--- config.mk ---
export PLATFORM = sky130hd
export DESIGN_NAME = mem_access_unit
export DESIGN_NICKNAME = d
export VERILOG_FILES = /design/src/rtl/mem_access_unit.sv
export SDC_FILE = /design/constraint.sdc
export NUM_CORES = 1
export LEC_CHECK = 0
export ABC_AREA = 1
export CAP_MARGIN = 20
export CORE_ASPECT_RATIO = 1.4
export CORE_MARGIN = 2
export CORE_UTILIZATION = 40
export CTS_BUF_LIST = sky130_fd_sc_hd__clkbuf_16
export CTS_CLUSTER_SIZE = 14
export DETAILED_ROUTE_END_ITERATION = 10
export GPL_TIMING_DRIVEN = 0
export HOLD_SLACK_MARGIN = 0.05
export PLACE_DENSITY_LB_ADDON = 0.1
export REMOVE_ABC_BUFFERS = 1
export SLEW_MARGIN = 20
export SYNTH_ARGS = -nofsm -noshare
export SYNTH_HDL_FRONTEND = slang
export SYNTH_SLANG_ARGS = --single-unit
--- constraint.sdc ---
create_clock -name clk -period 1.48 [get_ports clk]
set_input_delay 0.222 -clock clk [delete_from_list [all_inputs] [get_ports clk]]
set_output_delay 0.222 -clock clk [all_outputs]
set_load 0.02 [all_outputs]
--- src/rtl/mem_access_unit.sv ---
// mem_access_unit: MEM-stage load/store to req/ack bus unit; define MISALIGN_TRAP_EN to trap misaligned accesses via a misalign port
module mem_access_unit #(
  parameter int TIMEOUT_CYCLES = 255,
  parameter int AW = 32
) (
  input  logic          clk,
  input  logic          rst_n,
  input  logic          req_valid,
  output logic          req_ready,
  input  logic          ld_en,
  input  logic [2:0]    ld_type,
  input  logic [1:0]    st_type,
  input  logic [AW-1:0] addr,
  input  logic [31:0]   wdata,
  output logic          stall,
  output logic          rsp_valid,
  output logic [31:0]   rsp_rdata,
  output logic          rsp_err,
  output logic          bus_req,
  output logic          bus_we,
  output logic [AW-1:0] bus_addr,
  output logic [3:0]    bus_be,
  output logic [31:0]   bus_wdata,
  input  logic          bus_ack,
  input  logic [31:0]   bus_rdata
`ifdef MISALIGN_TRAP_EN
  ,
  output logic          misalign
`endif
);
  localparam int CW = TIMEOUT_CYCLES > 1 ? $clog2(TIMEOUT_CYCLES + 1) : 1;
  localparam logic [CW-1:0] TMAX = CW'(TIMEOUT_CYCLES);
  typedef enum logic [1:0] {IDLE, BUS, RESP} state_t;
  state_t state_q, state_d;
  logic [CW-1:0] cnt_q, cnt_d;
  logic bus_req_q, bus_req_d, bus_we_q, bus_we_d;
  logic rsp_valid_q, rsp_valid_d, rsp_err_q, rsp_err_d, ld_q, ld_d;
  logic [AW-1:0] bus_addr_q, bus_addr_d;
  logic [3:0] bus_be_q, bus_be_d, be;
  logic [31:0] bus_wdata_q, bus_wdata_d, rsp_rdata_q, rsp_rdata_d, wd, ext;
  logic [2:0] ld_type_q, ld_type_d;
  logic [1:0] lane_q, lane_d;
  logic [15:0] half;
  logic [7:0] b8;
  logic is_st, memop, accept, misaligned, timeout;
`ifdef MISALIGN_TRAP_EN
  logic mis_q, mis_d;
  assign misalign = mis_q;
`endif
  assign req_ready = state_q == IDLE;
  assign stall = (state_q == IDLE && req_valid && memop) || state_q == BUS;
  assign rsp_valid = rsp_valid_q;
  assign rsp_rdata = rsp_rdata_q;
  assign rsp_err = rsp_err_q;
  assign bus_req = bus_req_q;
  assign bus_we = bus_we_q;
  assign bus_addr = bus_addr_q;
  assign bus_be = bus_be_q;
  assign bus_wdata = bus_wdata_q;
  always_comb begin
    is_st = st_type != 2'b00;
    memop = ld_en | is_st;
    accept = req_valid && memop && state_q == IDLE;
    be = st_type == 2'b10 ? 4'b0001 << addr[1:0] : st_type == 2'b01 ? (addr[1] ? 4'b1100 : 4'b0011) : 4'b1111;
    wd = st_type == 2'b10 ? {4{wdata[7:0]}} : st_type == 2'b01 ? {2{wdata[15:0]}} : is_st ? wdata : 32'h0;
`ifdef MISALIGN_TRAP_EN
    misaligned = is_st ? ((st_type == 2'b01 && addr[0]) || (st_type == 2'b11 && addr[1:0] != 2'b00))
                       : ((ld_type == 3'b000 && addr[1:0] != 2'b00) || ((ld_type == 3'b001 || ld_type == 3'b010) && addr[0]));
`else
    misaligned = 1'b0;
`endif
    b8 = lane_q[1] ? (lane_q[0] ? bus_rdata[31:24] : bus_rdata[23:16]) : (lane_q[0] ? bus_rdata[15:8] : bus_rdata[7:0]);
    half = lane_q[1] ? bus_rdata[31:16] : bus_rdata[15:0];
    ext = ld_type_q == 3'b001 ? {{16{half[15]}}, half} :
          ld_type_q == 3'b010 ? {16'h0, half} :
          ld_type_q == 3'b011 ? {{24{b8[7]}}, b8} :
          ld_type_q == 3'b100 ? {24'h0, b8} : bus_rdata;
    timeout = TIMEOUT_CYCLES != 0 && cnt_q + 1'b1 == TMAX;
  end
  always_comb begin
    state_d = state_q;
    cnt_d = cnt_q;
    bus_req_d = bus_req_q;
    bus_we_d = bus_we_q;
    bus_addr_d = bus_addr_q;
    bus_be_d = bus_be_q;
    bus_wdata_d = bus_wdata_q;
    ld_d = ld_q;
    ld_type_d = ld_type_q;
    lane_d = lane_q;
    rsp_valid_d = 1'b0;
    rsp_rdata_d = 32'h0;
    rsp_err_d = 1'b0;
`ifdef MISALIGN_TRAP_EN
    mis_d = 1'b0;
`endif
    case (state_q)
      IDLE: if (accept) begin
        ld_d = ~is_st;
        ld_type_d = ld_type;
        lane_d = addr[1:0];
        bus_we_d = is_st;
        bus_addr_d = {addr[AW-1:2], 2'b00};
        bus_be_d = be;
        bus_wdata_d = wd;
        cnt_d = '0;
        if (misaligned) begin
          state_d = RESP;
          rsp_valid_d = 1'b1;
          rsp_err_d = 1'b1;
`ifdef MISALIGN_TRAP_EN
          mis_d = 1'b1;
`endif
        end else begin
          state_d = BUS;
          bus_req_d = 1'b1;
        end
      end
      BUS: begin
        cnt_d = cnt_q + 1'b1;
        if (bus_ack || timeout) begin
          state_d = RESP;
          bus_req_d = 1'b0;
          rsp_valid_d = 1'b1;
          rsp_err_d = ~bus_ack;
          rsp_rdata_d = bus_ack && ld_q ? ext : 32'h0;
        end
      end
      RESP: state_d = IDLE;
      default: state_d = IDLE;
    endcase
  end
  always_ff @(posedge clk or negedge rst_n) begin
    if (!rst_n) begin
      state_q <= IDLE;
      cnt_q <= '0;
      bus_req_q <= 1'b0;
      bus_we_q <= 1'b0;
      bus_addr_q <= '0;
      bus_be_q <= 4'h0;
      bus_wdata_q <= 32'h0;
      ld_q <= 1'b0;
      ld_type_q <= 3'h0;
      lane_q <= 2'h0;
      rsp_valid_q <= 1'b0;
      rsp_rdata_q <= 32'h0;
      rsp_err_q <= 1'b0;
`ifdef MISALIGN_TRAP_EN
      mis_q <= 1'b0;
`endif
    end else begin
      state_q <= state_d;
      cnt_q <= cnt_d;
      bus_req_q <= bus_req_d;
      bus_we_q <= bus_we_d;
      bus_addr_q <= bus_addr_d;
      bus_be_q <= bus_be_d;
      bus_wdata_q <= bus_wdata_d;
      ld_q <= ld_d;
      ld_type_q <= ld_type_d;
      lane_q <= lane_d;
      rsp_valid_q <= rsp_valid_d;
      rsp_rdata_q <= rsp_rdata_d;
      rsp_err_q <= rsp_err_d;
`ifdef MISALIGN_TRAP_EN
      mis_q <= mis_d;
`endif
    end
  end
endmodule

Word-level counts from Yosys, hierarchy flattened

Index checks and enable logic that the tools add are counted.

Register bits: 118
Output and inout bits: 106
Word-level logic and storage cells: 71

$add $sub $neg: 1
Equal/unequal tests: 10
Shift-type cells: 1
Mux-type cells: 29
Bitwise logic cells: 3
Reductions and logical operators: 14

Operators with widths:

| operator                                            | count |
|---|---|
| 2-to-1 mux 32 bit                                   | 10 |
| 2-to-1 mux 8 bit                                    | 4 |
| 2-to-1 mux 16 bit                                   | 1 |
| case mux 8 bit (2 select lines)                     | 1 |
| 2-to-1 mux 4 bit                                    | 3 |
| adder 8 x 1 -> 8 bit, second input constant         | 1 |
| equality test 8 bit, second input constant          | 1 |
| equality test 3 x 2 -> 1 bit, second input constant | 2 |
| 2-to-1 mux 1 bit                                    | 6 |
| AND reduction 2 bit                                 | 3 |
| logical AND 1 bit                                   | 5 |
| equality test 2 x 1 -> 1 bit, second input constant | 2 |
| 2-to-1 mux 2 bit                                    | 2 |
| != test 2 x 1 -> 1 bit, second input constant       | 2 |
| case mux 2 bit (2 select lines)                     | 1 |
| nonzero test 2 bit                                  | 2 |
| << shifter 1 x 2 -> 4 bit, first input constant     | 1 |
| equality test 3 x 1 -> 1 bit, second input constant | 1 |
| equality test 3 bit, second input constant          | 1 |
| AND reduction 3 bit                                 | 1 |
| equality test 2 bit, second input constant          | 1 |
| zero test 2 bit                                     | 1 |
| logical OR 1 bit                                    | 2 |
| inverter 1 bit                                      | 2 |
| 2 further kinds                                     | 2 |

Depth between registers and ports, before layout

Word-level depth: 9
Depth in mapped cells: 13

Least setup slack after synthesis

No wires, ideal clock.

Path type: register -> register
Start: register state_q[1]
End: register bus_wdata_q[17], in the netlist bus_wdata[17]
Setup time: 77 ps
Arrival: 1438 ps
Data required time: 1403 ps
Setup slack: -36 ps
Stages on the path, launching flop included: 8
Buffers on the path: 2
Clock period less this slack: 1516 ps
Cell sequence: dfrtp_1 nor2_1 nand3_2 inv_2 buf_6 buf_2 nor2_1 a21oi_1

Word-level cells in the longest chain between the ends: 3

RTL lines:

| what                                     | line | RTL |
|---|---|---|
| from (decl)                              | 34   | `state_t state_q, state_d;` |
| from (signal assigned)                   | 152  | `state_q <= state_d;` |
| zero test 2 bit (*)                      | -    |  |
| net req_ready                            | 9    | `output logic req_ready,` |
| logical AND 1 bit                        | 63   | `accept = req_valid && memop && state_q == IDLE;` |
| AND reduction 2 bit (no source line) (*) | -    |  |
| to (signal assigned)                     | 158  | `bus_wdata_q <= bus_wdata_d;` |
| to (decl)                                | 40   | `logic [31:0] bus_wdata_q, bus_wdata_d, rsp_rdata_q, rsp_rdata_d, wd, ext;` |

Mark *: on every way through the listed nets, which the timed path passes. The rest lies on a longest branch.
A chain may end at the register's enable or synchronous reset.

Worst setup path in the final report

Start: register ld_type_q[1]
End: register rsp_rdata_q[13], in the netlist rsp_rdata[13]

Word-level cells in the longest chain between the ends: 8
Elaborated cells between the ends (all ways): 11
Classes of those cells: 4 x eq/ne; 7 x mux

RTL lines:

| what                   | line | RTL |
|---|---|---|
| from (decl)            | 41   | `logic [2:0] ld_type_q, ld_type_d;` |
| from (signal assigned) | 160  | `ld_type_q <= ld_type_d;` |
| equality test 3 bit    | 77   | `ld_type_q == 3'b100 ? {24'h0, b8} : bus_rdata;` |
| 2-to-1 mux 32 bit      | 77   |  |
| 2-to-1 mux 32 bit      | 76   | `ld_type_q == 3'b011 ? {{24{b8[7]}}, b8} :` |
| 2-to-1 mux 32 bit      | 75   | `ld_type_q == 3'b010 ? {16'h0, half} :` |
| 2-to-1 mux 32 bit (*)  | 74   | `ext = ld_type_q == 3'b001 ? {{16{half[15]}}, half} :` |
| 2-to-1 mux 32 bit (*)  | 126  | `rsp_rdata_d = bus_ack && ld_q ? ext : 32'h0;` |
| 2-to-1 mux 32 bit (*)  | 121  | `if (bus_ack \|\| timeout) begin` |
| 2-to-1 mux 32 bit (*)  | 97   | `case (state_q)` |
| net rsp_rdata_d[13]    | 40   |  |
| to (signal assigned)   | 163  | `rsp_rdata_q <= rsp_rdata_d;` |
| to (decl)              | 40   |  |

Marked as above.

==> impl_metrics.toml <==
[place]
gp_congestion = 0.835
place_inst = 1072
io_buffers = 209
dpl_worst_slack_ps = -1660
hpwl_mm = 12.0

[setup_path]
cp_slowest_cell = "dfrtp_1"
path_cells = "nor3_4, clkinvlp_4, buf_2, nand2_1, a21oi_1, a22oi_2, nor2_1"
critical_path.max_stage_delay_ps = 420
path_delay_family = "simple AND/OR/NAND/NOR gates"
reg2reg_depth = 7
crit_arrival_ps = 1870
r2r_start = "ld_type_q[1]"
rr_endpoint = "rsp_rdata[13]"
critical_path_class = "flip-flop to flip-flop"
endpoint_kind = "flip-flop"
cp_num_buf_inv = 2
r2r_setup_slack_ps = -90
crit_path_start_kind = "flip-flop"
cp_max_fo = 5
crit_required_ps = 1780

[clock_tree]
cts-root-buf = "clkbuf_16"
cts_tree = "built"
clk_pin_slew_ps = 60
htreeDepth = 4
cts_made_buffers = 17
cts_sinks = 118
clk_latency_ps = 410
clk_path_buf_depth = 2

[sta]
setup_viol = 35
fin_ws_ps = -91.8
finClkSkew_ps = 8.10
worst_pin_slew_ps = 604
slew_violations = 0
max_freq_mhz = 636
grt_setup_unrepaired = "true"
finalCritPeriodShare_pct = 106
tns_ps = -1830
slew_headroom_pct = 59.6
hold_violations = 0
layout_min_cycle_time_ps = 1570

[detailed_routing]
dr.pass1.iters = 6
ant_nets = 0
wire_per_inst_um = 17.4
drc = 0
drtIter0Drc = 323
drt_wl_total_mm = 20.2
vias_per_cell = 5.27
vias = 6148

[global_routing]
grt_usage_pct = 23.7
overflow = 0
grt_antenna_before_repair = 0
grt_pass1_wl_mm = 28.6
grt_max_degree = 67
grt_pass1_vias = 5914

[die]
die_y_um = 145
coreArea_mm2 = 0.0139
start_util_pct = 40.8
io_pins = 212
die_w_um = 105
die_area_mm2 = 0.0152
row_count = 51

[yosys]
yosys_warnings = 0
synthCells = 713
synth_ff_type = "dfrtp_1"
synth-seq-area-share_pct = 52.0
yosysTopAreaCell = "dfrtp_1"
synth_top_area_share_pct = 52.0
synth_area_mm2 = 0.00568
synth_edf_count = 0
yosysUniqueCellTypes = 33
yosys-top-cells-area = "dfrtp_1 52%, nand2_1 14%, nand3_1 5.9%, o21ai_0 4.5%, nor2_1 4.1%"
ys_ff_latch = 118
async_flop_share_pct = 100
post_synth.cell_area_avg_um2 = 7.97

[flow_run]
max-cap-violations = 0

[power_and_ir_drop]
powerDensity_mw_per_mm2 = 1730
p_leak_nw = 4.80
ir_drop_mv = 0.889

[cells_and_area]
post-route-util_pct = 68.1
fillers = 1167
syn2layout_area_growth_pct = 66.7
fin_nets = 1076
drive_gt1_share_pct = 21.2
stdcell_count = 1166
layout_common_cells = "191 x nand2_1, 112 x dfrtp_1, 102 x clkdlybuf4s50_1, 102 x dlygate4sd2_1, 55 x nor2_1"
num_antenna_cells = 0
final_common_cell = "nand2_1"

[min_path]
worst_hold_path.num_cells = 3
hold_start = "st_type[0]"
hold_class = "input port to flip-flop"
worstHoldEndpoint = "bus_wdata[8]"

[run_status]
violations = "setup timing"
status = "finished, violations left"
-- metal layers --
metal,track usage (%),share of wire [%],vias to the layer above
li1,-,-,2822
met1,24.9,35,2902
met2,40.8,51,339
met3,7.68,9.1,85
met4,14.3,4.7,0
met5,0,0,-
-- final cells by class --
class                           count  area, um^2  area share, %
Inverter                           66         302           3.18
Timing Repair Buffer              266        2630           27.7
Timing Repair inverter              5        72.6          0.766
Clock inverter                     15         149           1.57
Clock buffer                       17         425           4.49
Tap cell                          185         231           2.44
Sequential cell                   118        2960           31.3
Multi-Input combinational cell    494        2700           28.5
-- state kept, by name (all words and copies together) (netlist names), 2 cells and up --
signal	cells
state_q	2
lane_q	2
cnt_q	8
rsp_rdata	32
bus_wdata	32
bus_be	4
ld_type_q	3
bus_addr	30
-- how the worst max path moves through the flow --
stage | startpoint | to | slack (ps) | cells past startpoint
2_1_floorplan | state_q[1] | ld_q | -1510 | 5
3_3_place_gp | rst_n | bus_addr[30] | -4370 | 1
3_5_place_dp | st_type[0] | ld_q | -1660 | 9
4_1_cts | state_q[1] | stall | -160 | 4
5_1_grt | lane_q[0] | rsp_rdata[7] | -190 | 8
6_report | ld_type_q[1] | rsp_rdata[13] | -90 | 7
-- power breakdown --
group	switching [mW]	total [mW]	internal [mW]
Clock	1.61	3.96	2.35
Combinational	4.55	7.66	3.11
Sequential	0.599	4.77	4.17
Total	6.76	16.4	9.63
-- worst reg2reg max path, stage by stage (launching register included) --
cell	delay (ps)
dfrtp_1	420
nor3_4	280
clkinvlp_4	200
buf_2	210
nand2_1	80
a21oi_1	80
a22oi_2	130
nor2_1	60
-- what timing repair did --
action	4_1_cts	5_1_grt
pin swaps	17	47
setup endpoints to repair	222	98
setup buffers	27	20
endpoints found under the hold margin	52	0
gates cloned	3	11
hold buffers	1	0
resized for setup	181	115
-- synth_stat cells, types with 2 or more instances --
cell      number
nand2_1      218
dfrtp_1      118
nand3_1       67
nor2_1        62
inv_1         60
o21ai_0       51
a21oi_1       41
buf_2         16
clkbuf_1      10
o22ai_1        9
a31oi_1        8
buf_4          8
a22oi_1        6
inv_2          6
o21ai_1        5
a41oi_2        4
buf_6          4
nand2_2        3
ha_1           2
nor2_4         2
-- logic make-up (layout without fill, tap and decap cells) --
family,after synthesis,in the layout,share of synthesized area (%)
and+or+nand+nor,359,361,26.2
adders and majority gates,2,2,0.440
xor gates and xnor gates,1,1,0.154
buffers and inverters,104,369,8.28
AOI/OAI and AO/OA,128,128,12.9
DFF,118,118,52.0
other,1,2,0.0660
-- metrics by stage --
step	total power [mW]	cell area, um^2	hold WS, ps
global route	17.3	9470	210
CTS	15.1	8750	191
global placement	10.8	7790	460
floorplan	8.06	5460	-73.6
finish	16.4	9470	214
detailed placement	11.0	7850	215
Note: power is estimated with default switching activity, not from simulation.
